[src/rtl/pong_pkg.sv]
// Shared Pong game-state types and screen geometry for the ball motion stage.
package pong_pkg;

    typedef logic [1:0] state_bits_t;

    typedef enum state_bits_t {
        IDLE   = 2'd0,
        WAIT   = 2'd1,
        PLAY   = 2'd2,
        SCORED = 2'd3
    } state_t;

    localparam int H_ACTIVE  = 640;
    localparam int V_ACTIVE  = 480;
    localparam int BALL_SIZE = 8;
    localparam int CENTRE_X  = (H_ACTIVE - BALL_SIZE) / 2;
    localparam int CENTRE_Y  = (V_ACTIVE - BALL_SIZE) / 2;

    localparam logic LEFT  = 1'b0;
    localparam logic RIGHT = 1'b1;
    localparam logic UP    = 1'b0;
    localparam logic DOWN  = 1'b1;

endpackage

[src/rtl/frame_tick_sync.sv]
// Two-flop synchronizer and rising-edge detector turning the end-of-frame level
// into a single clk-wide pulse per frame.
module frame_tick_sync (
    input  logic clk,
    input  logic rst_n,
    input  logic level_in,
    output logic pulse_out
);

    logic       meta_p0;
    logic       sync_p1;
    logic       sync_d_p2;
    logic [1:0] fill;

    always_ff @(posedge clk or negedge rst_n) begin
        if (!rst_n) begin
            meta_p0   <= 1'b0;
            sync_p1   <= 1'b0;
            sync_d_p2 <= 1'b0;
            fill      <= 2'd0;
            pulse_out <= 1'b0;
        end else begin
            // stage p0/p1: metastability filter
            meta_p0   <= level_in;
            sync_p1   <= meta_p0;
            // stage p2: edge detect; fill keeps a level that was already high
            // across reset from looking like a fresh rising edge
            sync_d_p2 <= sync_p1;
            if (fill != 2'd3)
                fill <= fill + 2'd1;
            pulse_out <= sync_p1 & ~sync_d_p2 & (fill == 2'd3);
        end
    end

endmodule

[src/rtl/ball_motion.sv]
// Pong ball/serve/score state, advanced once per video frame.
// Optional macro BALL_SPEEDUP_EN: step grows by one on each paddle hit.
module ball_motion
    import pong_pkg::*;
#(
    parameter int PADDLE_H     = 64,
    parameter int PADDLE_W     = 8,
    parameter int PADDLE_XL    = 16,
    parameter int PADDLE_XR    = 616,
    parameter int SPEED        = 2,
    parameter int SERVE_FRAMES = 60,
    parameter int SCORE_W      = 4
) (
    input  logic               clk,
    input  logic               rst_n,
    input  logic               endofframe,
    input  logic               serve,
    input  logic [9:0]         paddle_l_y,
    input  logic [9:0]         paddle_r_y,
    output logic [9:0]         ball_x,
    output logic [9:0]         ball_y,
    output logic [SCORE_W-1:0] score_l,
    output logic [SCORE_W-1:0] score_r,
    output logic [1:0]         game_state,
    output logic               frame_tick
);

    localparam int CNT_W = (SERVE_FRAMES > 2) ? $clog2(SERVE_FRAMES) : 1;
    localparam logic [CNT_W-1:0] CNT_LOAD = CNT_W'(SERVE_FRAMES - 1);

    localparam logic signed [10:0] BS      = 11'(BALL_SIZE);
    localparam logic signed [10:0] PH      = 11'(PADDLE_H);
    localparam logic signed [10:0] XL_FACE = 11'(PADDLE_XL + PADDLE_W);
    localparam logic signed [10:0] XR_FACE = 11'(PADDLE_XR);
    localparam logic signed [10:0] X_MAX   = 11'(H_ACTIVE - BALL_SIZE);
    localparam logic signed [10:0] Y_MAX   = 11'(V_ACTIVE - BALL_SIZE);
    localparam logic [9:0]         CX      = 10'(CENTRE_X);
    localparam logic [9:0]         CY      = 10'(CENTRE_Y);

    function automatic logic [SCORE_W-1:0] sat_inc(input logic [SCORE_W-1:0] s);
        return (&s) ? s : s + SCORE_W'(1);
    endfunction

    function automatic logic [9:0] to_pos(input logic signed [10:0] v);
        if (v < 0)
            return 10'd0;
        return v[9:0];
    endfunction

    state_t             state, state_n;
    logic [CNT_W-1:0]   cnt, cnt_n;
    logic [9:0]         bx_n, by_n;
    logic               dx, dx_n, dy, dy_n;
    logic [SCORE_W-1:0] sl_n, sr_n;
    logic signed [10:0] sx, sy, pl, pr, step;
    logic               ovl_l, ovl_r, hit_l, hit_r;

    frame_tick_sync u_tick (
        .clk       (clk),
        .rst_n     (rst_n),
        .level_in  (endofframe),
        .pulse_out (frame_tick)
    );

`ifdef BALL_SPEEDUP_EN
    localparam logic signed [10:0] STEP_MAX = 11'(2 * SPEED);
    logic signed [10:0] speed;

    always_ff @(posedge clk or negedge rst_n) begin
        if (!rst_n)
            speed <= 11'(SPEED);
        else if (frame_tick && state_n == WAIT && state != WAIT)
            speed <= 11'(SPEED);
        else if (frame_tick && state == PLAY && (hit_l || hit_r) && speed < STEP_MAX)
            speed <= speed + 11'sd1;
    end

    assign step = speed;
`else
    assign step = 11'(SPEED);
`endif

    assign sx = signed'({1'b0, ball_x});
    assign sy = signed'({1'b0, ball_y});
    assign pl = signed'({1'b0, paddle_l_y});
    assign pr = signed'({1'b0, paddle_r_y});

    // Overlap written as differences so every term stays inside 11 signed bits.
    assign ovl_l = (pl - sy < BS) && (sy - pl < PH);
    assign ovl_r = (pr - sy < BS) && (sy - pr < PH);
    assign hit_l = (dx == LEFT) && (sx >= XL_FACE) && (sx - step < XL_FACE) && ovl_l;
    assign hit_r = (dx == RIGHT) && (sx + BS <= XR_FACE) && (sx + step + BS > XR_FACE) && ovl_r;

    always_comb begin
        state_n = state;
        cnt_n   = cnt;
        bx_n    = ball_x;
        by_n    = ball_y;
        dx_n    = dx;
        dy_n    = dy;
        sl_n    = score_l;
        sr_n    = score_r;
        if (frame_tick) begin
            case (state)
                IDLE: begin
                    bx_n = CX;
                    by_n = CY;
                    if (serve) begin
                        state_n = WAIT;
                        cnt_n   = CNT_LOAD;
                    end
                end
                WAIT: begin
                    bx_n = CX;
                    by_n = CY;
                    if (cnt == '0)
                        state_n = PLAY;
                    else
                        cnt_n = cnt - CNT_W'(1);
                end
                PLAY: begin
                    // y and x resolve independently so corner hits apply both rules
                    if (dy == UP) begin
                        if (sy < step) begin
                            by_n = '0;
                            dy_n = DOWN;
                        end else begin
                            by_n = to_pos(sy - step);
                        end
                    end else if (sy + step > Y_MAX) begin
                        by_n = to_pos(Y_MAX);
                        dy_n = UP;
                    end else begin
                        by_n = to_pos(sy + step);
                    end

                    if (dx == LEFT) begin
                        if (hit_l) begin
                            bx_n = to_pos(XL_FACE);
                            dx_n = RIGHT;
                        end else if (sx < step) begin
                            bx_n    = '0;
                            sr_n    = sat_inc(score_r);
                            state_n = SCORED;
                        end else begin
                            bx_n = to_pos(sx - step);
                        end
                    end else begin
                        if (hit_r) begin
                            bx_n = to_pos(XR_FACE - BS);
                            dx_n = LEFT;
                        end else if (sx + step > X_MAX) begin
                            bx_n    = to_pos(X_MAX);
                            sl_n    = sat_inc(score_l);
                            state_n = SCORED;
                        end else begin
                            bx_n = to_pos(sx + step);
                        end
                    end
                end
                SCORED: begin
                    // dx is left as it was at the miss, so the serve heads to the conceder
                    bx_n    = CX;
                    by_n    = CY;
                    cnt_n   = CNT_LOAD;
                    state_n = WAIT;
                end
            endcase
        end
    end

    always_ff @(posedge clk or negedge rst_n) begin
        if (!rst_n) begin
            state   <= IDLE;
            cnt     <= '0;
            ball_x  <= CX;
            ball_y  <= CY;
            dx      <= RIGHT;
            dy      <= DOWN;
            score_l <= '0;
            score_r <= '0;
        end else begin
            state   <= state_n;
            cnt     <= cnt_n;
            ball_x  <= bx_n;
            ball_y  <= by_n;
            dx      <= dx_n;
            dy      <= dy_n;
            score_l <= sl_n;
            score_r <= sr_n;
        end
    end

    assign game_state = state;

endmodule

[config.mk]
export PLATFORM = sky130hd
export DESIGN_NAME = ball_motion
export DESIGN_NICKNAME = d
export VERILOG_FILES = /design/src/rtl/pong_pkg.sv /design/src/rtl/frame_tick_sync.sv /design/src/rtl/ball_motion.sv
export SDC_FILE = /design/constraint.sdc
export NUM_CORES = 1
export LEC_CHECK = 0
export ABC_AREA = 1
export CAP_MARGIN = 10
export CORE_ASPECT_RATIO = 0.8
export CORE_MARGIN = 3
export CORE_UTILIZATION = 52
export DETAILED_ROUTE_END_ITERATION = 10
export GPL_TIMING_DRIVEN = 0
export PLACE_DENSITY = 0.75
export SYNTH_ARGS = -nofsm -noshare
export SYNTH_HDL_FRONTEND = slang
export SYNTH_SLANG_ARGS = --single-unit
export TNS_END_PERCENT = 20
[constraint.sdc]
create_clock -name clk -period 2.15 [get_ports clk]
set_input_delay 0.43 -clock clk [delete_from_list [all_inputs] [get_ports clk]]
set_output_delay 0.43 -clock clk [all_outputs]
set_load 0.1 [all_outputs]
==> reports/metrics.yaml <==
status:
  status: "finished, violations left"
  violations: "negative hold slack, negative setup slack"
logic_synthesis:
  async_flop_share_pct: 100
  synth_top_flop_cell: "dfrtp_1"
  synth_edf_count: 0
  syn_area_per_cell_um2: 6.32
  yosys.area.top_type: "nand2_1"
  synth_seq_cells: 42
  synth_cells: 755
  synth_area_leaders: "nand2_1 17%, dfrtp_1 16%, ha_1 13%"
  yosys_warnings: 0
  syn_area_um2: 4770
  synth_cell_types: 44
  ys_seq_area_share_pct: 22.3
  synth_top_area_share_pct: 16.8
final_layout:
  drive_gt1_share_pct: 29.8
  fin_nets: 919
  final_common_cell: "nand2_1"
  final_cell_mix: "169 x nand2_1, 96 x inv_1, 69 x nand3_1, 53 x nor2_1, 35 x nand2_2"
  area_growth_syn_to_layout_pct: 39.2
  diodes: 0
  final_util_pct: 76.3
sta:
  rsz0062_at_grt: "yes"
  report.final.slew_viol_count: 0
  finalWorstSetupSlack_ns: -0.272
  setup_viol: 21
  period_share_pct: 113
  skew_ns: 0.00588
  fmax_ghz: 0.413
  fin_hold_ws_ns: -0.000166
  worstMarginPinSlew_ns: 0.970
  relSlewSlack_pct: 35.6
  fin_crit_ns: 2.42
  hold_viol: 1
power:
  intPower_mw: 2.21
  clkPwrFrac_pct: 18.0
  combinationalPowerShare_pct: 56.9
  power_leakage_nw: 3.40
  swShare_pct: 48.1
  seqPwrFrac_pct: 25.1
  ir_drop_mv: 0.469
  p_switching_mw: 2.05
  power_density_nw_per_um2: 641
global_routing:
  grt_pass1_vias: 5044
  grt_max_degree: 34
  grt_usage_pct: 28.0
  grt_pass1_wl_um: 23900
  antenna_found_initial: 0
  grt_overflow_total: 0
drt:
  route.detailed.drc: 0
  via_count: 5340
  drt_iter0_drc: 442
  ant_nets: 0
  viasPerCell: 5.58
  drt-wirelength-per-cell_um: 15.4
  drt_first_pass_iters: 7
  wl_um: 14800
placed_design:
  gp_congestion: 0.951
  port_buffers: 52
  dp_hpwl_um: 10600
floorplanning:
  die_h_um: 91.7
  core_area_um2: 8710
  initial_core_util_pct: 54.8
  dieArea_um2: 10400
  dieWidth_um: 113
  io_pins: 55
  num_rows: 30
clock_tree:
  clock_path_buffers: 2
  cts-buffers-inserted: 5
  clkLatencyLatePin_ns: 0.30
  clkTransAtPathRegs_ns: 0.06
  clk_root_buffer_cell: "clkbuf_16"
  h-tree-depth: 2
  cts_tree: "built"
  clock-sinks: 42
  ctsHoldBuffers: 0
critical_path:
  cp_max_fo: 5
  cp_cell_sequence: "buf_12 -> ha_4 -> nand2_4 -> inv_4 -> a21oi_4 -> nand2_1 -> nand2_1 -> nand2_1 -> nor2_1 -> nand3_1 -> nand2_2 -> nand3_4 -> nand2_4 -> nand2_4 -> nand3_1 -> nand2_1"
  end_kind: "register"
  critPathRequiredTime_ns: 2.34
  criticalPathCategory: "reg2reg"
  critical_path.slowest_cell: "dfstp_4"
  critical-path-max-stage-delay_ns: 0.64
  critPathMostFrequentCell: "nand2_1"
  critPathBufInv: 2
  arrival_ns: 2.61
  worstSetupStartpointType: "register"
  path_delay_family: "simple AND/OR/NAND/NOR gates"
worst_hold_path:
  hp-class: "in2async"
flow_run:
  drv_cap: 0
[through the flow]
step | power, mW | std cells | cell area (µm²) | setup WS [ns] | TNS, ns
after CTS | 4.04 | 953 | 6350 | -0.180 | -1.92
final | 4.26 | 957 | 6650 | -0.272 | -3.26
after global routing | 4.53 | 957 | 6650 | -0.335 | -5.69
after floorplan | 2.56 | 756 | 5010 | -0.144 | -1.98
after global placement | 3.00 | 920 | 5670 | -0.767 | -25.09
after detailed placement | 3.05 | 921 | 5690 | -0.758 | -9.27
[Yosys cell counts, types with 2 or more instances]
cell and count:
nor2_1 68, nand3_1 79, buf_2 3, o21ai_0 33
o211ai_1 2, xnor2_1 6, mux2_2 2, inv_2 4
inv_1 129, a221oi_1 2, nand2_1 214, xor2_1 19
nor2_2 3, o21bai_1 6, o22ai_1 3, nand2_2 5
nand4_1 11, nand3_2 2, dfrtp_1 30, buf_4 2
a21o_1 2, nor3_1 8, dfstp_2 12, nand2_4 2
nand3b_1 6, clkbuf_1 3, a21oi_1 32, ha_1 51
[area by class of cell]
type                            instances  area [µm²]
Inverter                              133         529
Sequential cell                        42        1110
Clock inverter                          3        18.8
Multi-Input combinational cell        572        3900
Fill cell                             649        2060
Timing Repair Buffer                   81         748
Clock buffer                            5         125
Tap cell                              112         140
Buffer                                  9        68.8
[final timing paths]
check                                 end  slack, ns      startpoint  depth (start not counted)
setup / recovery            game_state[0]      -0.27       ball_y[6]                         16
hold / removal                  ball_x[6]    -0.0002           rst_n                          1
setup reg to reg            game_state[0]      -0.27       ball_y[6]                         16
hold reg to reg            u_tick.sync_p1       0.35  u_tick.meta_p0                          0
max in group asynchronous       ball_y[7]       1.62           rst_n                          2
min in group clk           u_tick.sync_p1       0.35  u_tick.meta_p0                          0
[logic make-up (layout without fill, tap and decap cells)]
logic type	count (synthesis)	count (layout)	share of synthesized area, %
adder cells (fa/ha/maj)	51	51	13.4
buffers and inverters	142	231	11.6
multiplexers	2	2	0.472
XOR/XNOR	25	25	4.59
AO/OA/AOI/OAI	90	90	11.2
flip-flops	42	42	22.3
AND/OR/NAND/NOR	402	402	36.5
other	1	2	0.0785
[power groups by stage]
stage                     clock network [mW]  logic [mW]  registers [mW]
final                                  0.766        2.42            1.07
after global routing                   0.810        2.63            1.09
after CTS                              0.768        2.21            1.06
after detailed placement                   0        1.96            1.09
after global placement                     0        1.92            1.08
after floorplan                            0        1.11            1.45
[sequential cells by signal (all words and copies together), names as in the netlist, 2 cells and up]
name,cells
ball_y,9
u_tick.fill,2
score_l,4
cnt,6
score_r,4
ball_x,9
game_state,2
[timing repair]
item	CTS	global route
endpoints found under the setup margin	50	34
gates resized for setup	161	87
cloned	0	0
setup buffers	24	4
pin swaps	41	35
[metal layers]
layer | GRT usage, % | share of wire (%) | up-vias
met2 | 44.1 | 46 | 248
li1 | - | - | 2593
met4 | 7.41 | 2.1 | 0
met1 | 39.8 | 44 | 2456
met5 | 0 | 0 | -
met3 | 4.68 | 7.8 | 43
Power figures use the tool's default switching activity.
==> RTL change 1: new RTL, same flow settings <==
The option `BALL_SPEEDUP_EN` is turned on by a define.
--- a/src/rtl/ball_motion.sv
+++ b/src/rtl/ball_motion.sv
@@ -2,2 +2,4 @@
 // Optional macro BALL_SPEEDUP_EN: step grows by one on each paddle hit.
+`define BALL_SPEEDUP_EN
+
 module ball_motion
Check against the original RTL: same outputs for any inputs over 10 cycles, from zero or initial values and one cycle with rst_n low; that may be too few to reach the edited logic, so the function may still have changed.
==> RTL change 1 against the original RTL <==
The run ends with negative setup slack left; final area increased by 35%; setup slack lost 0.76 ns; synthesized cell count increased by 50%; total power rose by 110%; routed wire length is 57% higher; critical path depth is 4 higher; sequential cell count increased by 13; synthesized area grew 52%; combinational power increased to 2.6 times the old value; first-iteration DRC count is 69% higher; largest power group unchanged; highest routed layer unchanged.
==> RTL change 1: results (changes against the original RTL) <==
* Status: complete, but fails checks (unchanged)
* Failing checks: negative setup slack (was negative hold slack, negative setup slack)
* Drt pass-1 iters at 6 (was 7)
* Setup Viol. Count Final at 42 (was 21)
* Post-DP HPWL at 17500 µm (was 10600 µm)
* Critical Path AT at 3.39 ns (was 2.61 ns)
* Biggest registers after layout: speed (11), ball_x (10), ball_y (10) (was ball_x (9), ball_y (9), cnt (6))
* Least-Margin Pin Slew at 0.963 ns (was 0.970 ns)
* Vias in the first global route at 7132 (was 5044)
* Min setup slack post-route at -1.03 ns (was -0.272 ns)
* Max incr delay on CP at 0.61 ns (was 0.64 ns)
* Post_cts resized at 123 (was 161)
* Vias per cell at 5.61 (was 5.58)
* Initial DRC count at 745 (was 442)
* Clk cell area share at 1.68% (was 2.16%)
* Met2 GRT Util at 42.0% (was 44.1%)
* DRT Wirelength at 23200 µm (was 14800 µm)
* Final #Nets at 1336 (was 919)
* Yosys reg bits at 55 (was 42)
* Buffers excl. clock at 106 (was 90)
* Met1 WL at 10500 µm (was 6550 µm)
* R2R cell count at 20 (was 16)
* # Post-CTS Setup Buffers at 25 (was 24)
* Met2 wire len at 9440 µm (was 6770 µm)
* Pwr/cell area at 985 nW/µm² (was 641 nW/µm²)
* Syn Inst Count at 1136 (was 755)
* Port-buffer cells at 54 (was 52)
* M1 GR Usage at 43.0% (was 39.8%)
* Routability cong. at 0.967 (was 0.951)
## RTL change 1: changes by cell type in the layout (fill, tap and decap cells not counted), sizes merged, moves of 25 or more
| cell | change |
|---|---|
| a21oi | +31 |
| ha | +32 |
| inv | +45 |
| nand2 | +113 |
| nand3 | +31 |
| nor2 | +25 |
## RTL change 1: where the power goes
group | internal (mW) | switching, mW
Sequential | 1.30 | 0.362
Combinational | 2.05 | 4.26
Clock | 0.437 | 0.409
Total | 3.79 | 5.03
## RTL change 1: cells by family after synthesis
family / synth area share, %
and+or+nand+nor: 38.0
buffers and inverters: 11.1
AOI/OAI and AO/OA: 10.9
adders and majority gates: 15.4
DFF: 19.2
xor gates and xnor gates: 5.20
muxes: 0.155
## RTL change 1: path summary, 6_finish.rpt
check / to / slack (ns)
setup / recovery: speed[4] / -1.03
hold / removal: score_l[3] / 0.07
setup reg to reg: speed[4] / -1.03
hold reg to reg: u_tick.sync_p1 / 0.36
max in group asynchronous: speed[1] / 1.46
min in group clk: u_tick.sync_p1 / 0.36
==> RTL change 2: new RTL, config.mk and constraints unchanged <==
Made on the original files. Register the output `ball_y` once more, with the module's reset; this adds one clock of latency there. The other outputs are not delayed to match.
--- a/src/rtl/ball_motion.sv
+++ b/src/rtl/ball_motion.sv
@@ -39,2 +39,4 @@
 
+    logic [9:0] ball_y_s0;
+
     function automatic logic [SCORE_W-1:0] sat_inc(input logic [SCORE_W-1:0] s);
@@ -83,3 +85,3 @@
     assign sx = signed'({1'b0, ball_x});
-    assign sy = signed'({1'b0, ball_y});
+    assign sy = signed'({1'b0, ball_y_s0});
     assign pl = signed'({1'b0, paddle_l_y});
@@ -97,3 +99,3 @@
         bx_n    = ball_x;
-        by_n    = ball_y;
+        by_n    = ball_y_s0;
         dx_n    = dx;
@@ -176,3 +178,3 @@
             ball_x  <= CX;
-            ball_y  <= CY;
+            ball_y_s0 <= CY;
             dx      <= RIGHT;
@@ -185,3 +187,3 @@
             ball_x  <= bx_n;
-            ball_y  <= by_n;
+            ball_y_s0 <= by_n;
             dx      <= dx_n;
@@ -195,2 +197,10 @@
 
+    always_ff @(posedge clk or negedge rst_n) begin
+        if (!rst_n) begin
+            ball_y <= '0;
+        end else begin
+            ball_y <= ball_y_s0;
+        end
+    end
+
 endmodule
Behaviour: not the same (Yosys sat finds a counterexample within 4 cycles, from zero or initial values and one cycle with rst_n low).
==> RTL change 2 against the original RTL <==
The flow finishes with violations (negative setup slack); clock skew fell by 0.0020 ns; setup slack improved by 0.016 ns; synthesized area up 8.0%; non-clock buffer count increased by 2; final cell count up 6.4%; maximum frequency grew 0.65%; final area increased by 2.7%; global-route usage fell by 1.6 points; sequential power is 28% higher; routed wire length grew 2.1%; total power increased by 31%; critical path depth increased by 1; sequential cell count is 9 higher; critical path type unchanged; critical endpoint is now score_l[1].
==> RTL change 2: results (changes against the original RTL) <==
* Leakage Power at 3.47 nW (was 3.40 nW)
* R2R cell count at 17 (was 16)
* H-tree Lvls at 2 (unchanged)
* Worst-Skew Late Latency at 0.30 ns (about the same)
* Yosys warnings at 0 (unchanged)
* Routability cong. at 0.978 (was 0.951)
* Initial DRC count at 449 (was 442)
* Drt pass-1 iters at 5 (was 7)
* First-pass GRT wire length at 24200 µm (was 23900 µm)
* Pin count of the biggest net entering global routing at 33 (was 34)
* Synth top area cells: dfrtp_1 (19%), nand2_1 (18%), ha_1 (12%), inv_1 (9.5%), nand3_1 (6.7%) (was nand2_1 (17%), dfrtp_1 (16%), ha_1 (13%), inv_1 (10%), nand3_1 (8.3%))
* Synth Area in Compound Gates at 10.3% (was 11.2%)
* Final std cells w/o fill at 1018 (was 957)
* Port-buffer cells at 52 (unchanged)
* DRT Wirelength at 15100 µm (was 14800 µm)
* Synth Area in Adders at 12.4% (was 13.4%)
* Vias per cell at 5.35 (was 5.58)
* Worst R2R End: score_l[1] (was game_state[0])
* Setup Viol. Count Final at 20 (was 21)
* Max Clock Skew at 0.00392 ns (was 0.00588 ns)
* Tightest Hold Check Type: in -> async (unchanged)
* Placed cells at 985 (was 921)
* Worst Path Max Fanout at 5 (unchanged)
* Post-DP HPWL at 11100 µm (was 10600 µm)
* Share of synthesized registers carrying an async set or reset at 100% (unchanged)
* Tightest hold margin at 0.0862 ns (was -0.000166 ns)
* Post-synthesis xor/xnor area fraction at 4.20% (was 4.59%)
* Status: complete, but fails checks (unchanged)
* CTS Root Cell: clkbuf_16 (unchanged)
* Yosys cell types at 44 (unchanged)
* # hold bufs at CTS at 0 (unchanged)
* Antenna violations before repair at 0 (unchanged)
* Failing checks: negative setup slack (was negative hold slack, negative setup slack)
* Min setup slack post-route at -0.256 ns (was -0.272 ns)
* TritonCTS buffer count at 5 (unchanged)
* Least-Margin Pin Slew at 0.972 ns (was 0.970 ns)
* CTS Buffer Depth at 2 (unchanged)
* Setup TNS at -4.03 ns (was -3.26 ns)
* Fillers at 769 (was 649)
* Reg clk slew, reported paths at 0.07 ns
* Vias in the first global route at 5129 (was 5044)
* Biggest registers after layout: ball_x (9), ball_y (9), ball_y_s0 (9) (was ball_x (9), ball_y (9), cnt (6))
* Sequential area share after synthesis at 25.0% (was 22.3%)
* Mux share of post-synthesis cell area at 0.437% (was 0.472%)
* Synth cell count leaders: nand2_1 (242), inv_1 (130), nor2_1 (71), nand3_1 (69), ha_1 (51) (was nand2_1 (214), inv_1 (129), nand3_1 (79), nor2_1 (68), ha_1 (51))
* Syn_area_per_cell at 6.45 µm² (was 6.32 µm²)
* Share of layout cells above drive strength 1 at 22.9% (was 29.8%)
* Worst VDD drop at 0.499 mV (was 0.469 mV)
* N_diodes at 0 (unchanged)
* Final #Nets at 960 (was 919)
* All-Layer GR Usage at 26.4% (was 28.0%)
* R2R Path Start: ball_y_s0[5] (was ball_y[6])
RTL change 2: worst max-delay path by stage:
| stage | from | to | slack [ns] | cells past startpoint |
|---|---|---|---|---|
| floorplan | u_tick.pulse_out | cnt[5] | -0.07 | 9 |
| global placement | rst_n | ball_x[1] | -1.13 | 1 |
| detailed placement | paddle_r_y[4] | game_state[1] | -0.85 | 18 |
| CTS | ball_y_s0[5] | ball_y_s0[4] | -0.21 | 13 |
| global route | ball_y_s0[5] | score_l[1] | -0.41 | 17 |
| finish | ball_y_s0[5] | score_l[1] | -0.26 | 17 |
RTL change 2: final cells by class:
| class | count | area, µm² | area share (%) |
|---|---|---|---|
| Sequential cell | 51 | 1330 | 19.4 |
| Tap cell | 132 | 165 | 2.42 |
| Clock inverter | 3 | 27.5 | 0.403 |
| Timing Repair Buffer | 78 | 734 | 10.8 |
| Clock buffer | 5 | 125 | 1.83 |
| Multi-Input combinational cell | 603 | 3830 | 56.2 |
| Inverter | 132 | 508 | 7.44 |
| Buffer | 14 | 108 | 1.58 |
RTL change 2: logic make-up after synthesis:
logic type | count (synthesis)
buffers and inverters | 146
and+or+nand+nor | 431
muxes | 2
adders and majority gates | 51
AOI/OAI and AO/OA | 94
xor gates and xnor gates | 23
other | 1
DFF | 51
RTL change 2: metal layers:
metal | vias to the layer above | GRT usage, % | wire length (µm)
li1 | 2715 | - | -
met1 | 2503 | 36.4 | 7030
met2 | 215 | 43.2 | 6800
met3 | 18 | 5.75 | 1070
met4 | 0 | 5.27 | 178
met5 | - | 0 | 0
RTL change 2: through the flow:
| step | worst slack, ns | instance area, µm² | utilization [%] |
|---|---|---|---|
| floorplan | -0.0660 | 5210 | - |
| global placement | -1.13 | 5900 | 63.1 |
| detailed placement | -0.854 | 5910 | 63.2 |
| CTS | -0.215 | 6590 | 70.4 |
| global route | -0.413 | 6830 | 73.0 |
| finish | -0.256 | 6830 | 73.0 |
RTL change 2: repair_timing:
item | CTS | global route
setup endpoints to repair | 50 | 29
buffers inserted | 21 | 4
pin swaps | 22 | 26
gates resized for setup | 129 | 67
RTL change 2: worst max-delay path: stages (launching register included):
cell        delay [ns]
dfstp_2           0.63
clkinvlp_4        0.19
ha_4              0.21
a21oi_4           0.15
buf_6             0.13
nand3_2           0.08
nand2_1           0.08
nand2_1           0.05
nand3_1           0.07
nor2_1            0.05
nand2_1           0.10
nand2_4           0.10
nand3_4           0.10
nand2_4           0.07
inv_6             0.10
nand2_4           0.06
nand2_2           0.08
nand2_2           0.05
RTL change 2: power by group:
| part | leakage [nW] | switching [mW] | internal (mW) |
|---|---|---|---|
| Sequential | 0.587 | 0.188 | 1.19 |
| Combinational | 2.81 | 2.29 | 1.08 |
| Clock | 0.0719 | 0.398 | 0.443 |
| Total | 3.47 | 2.87 | 2.71 |
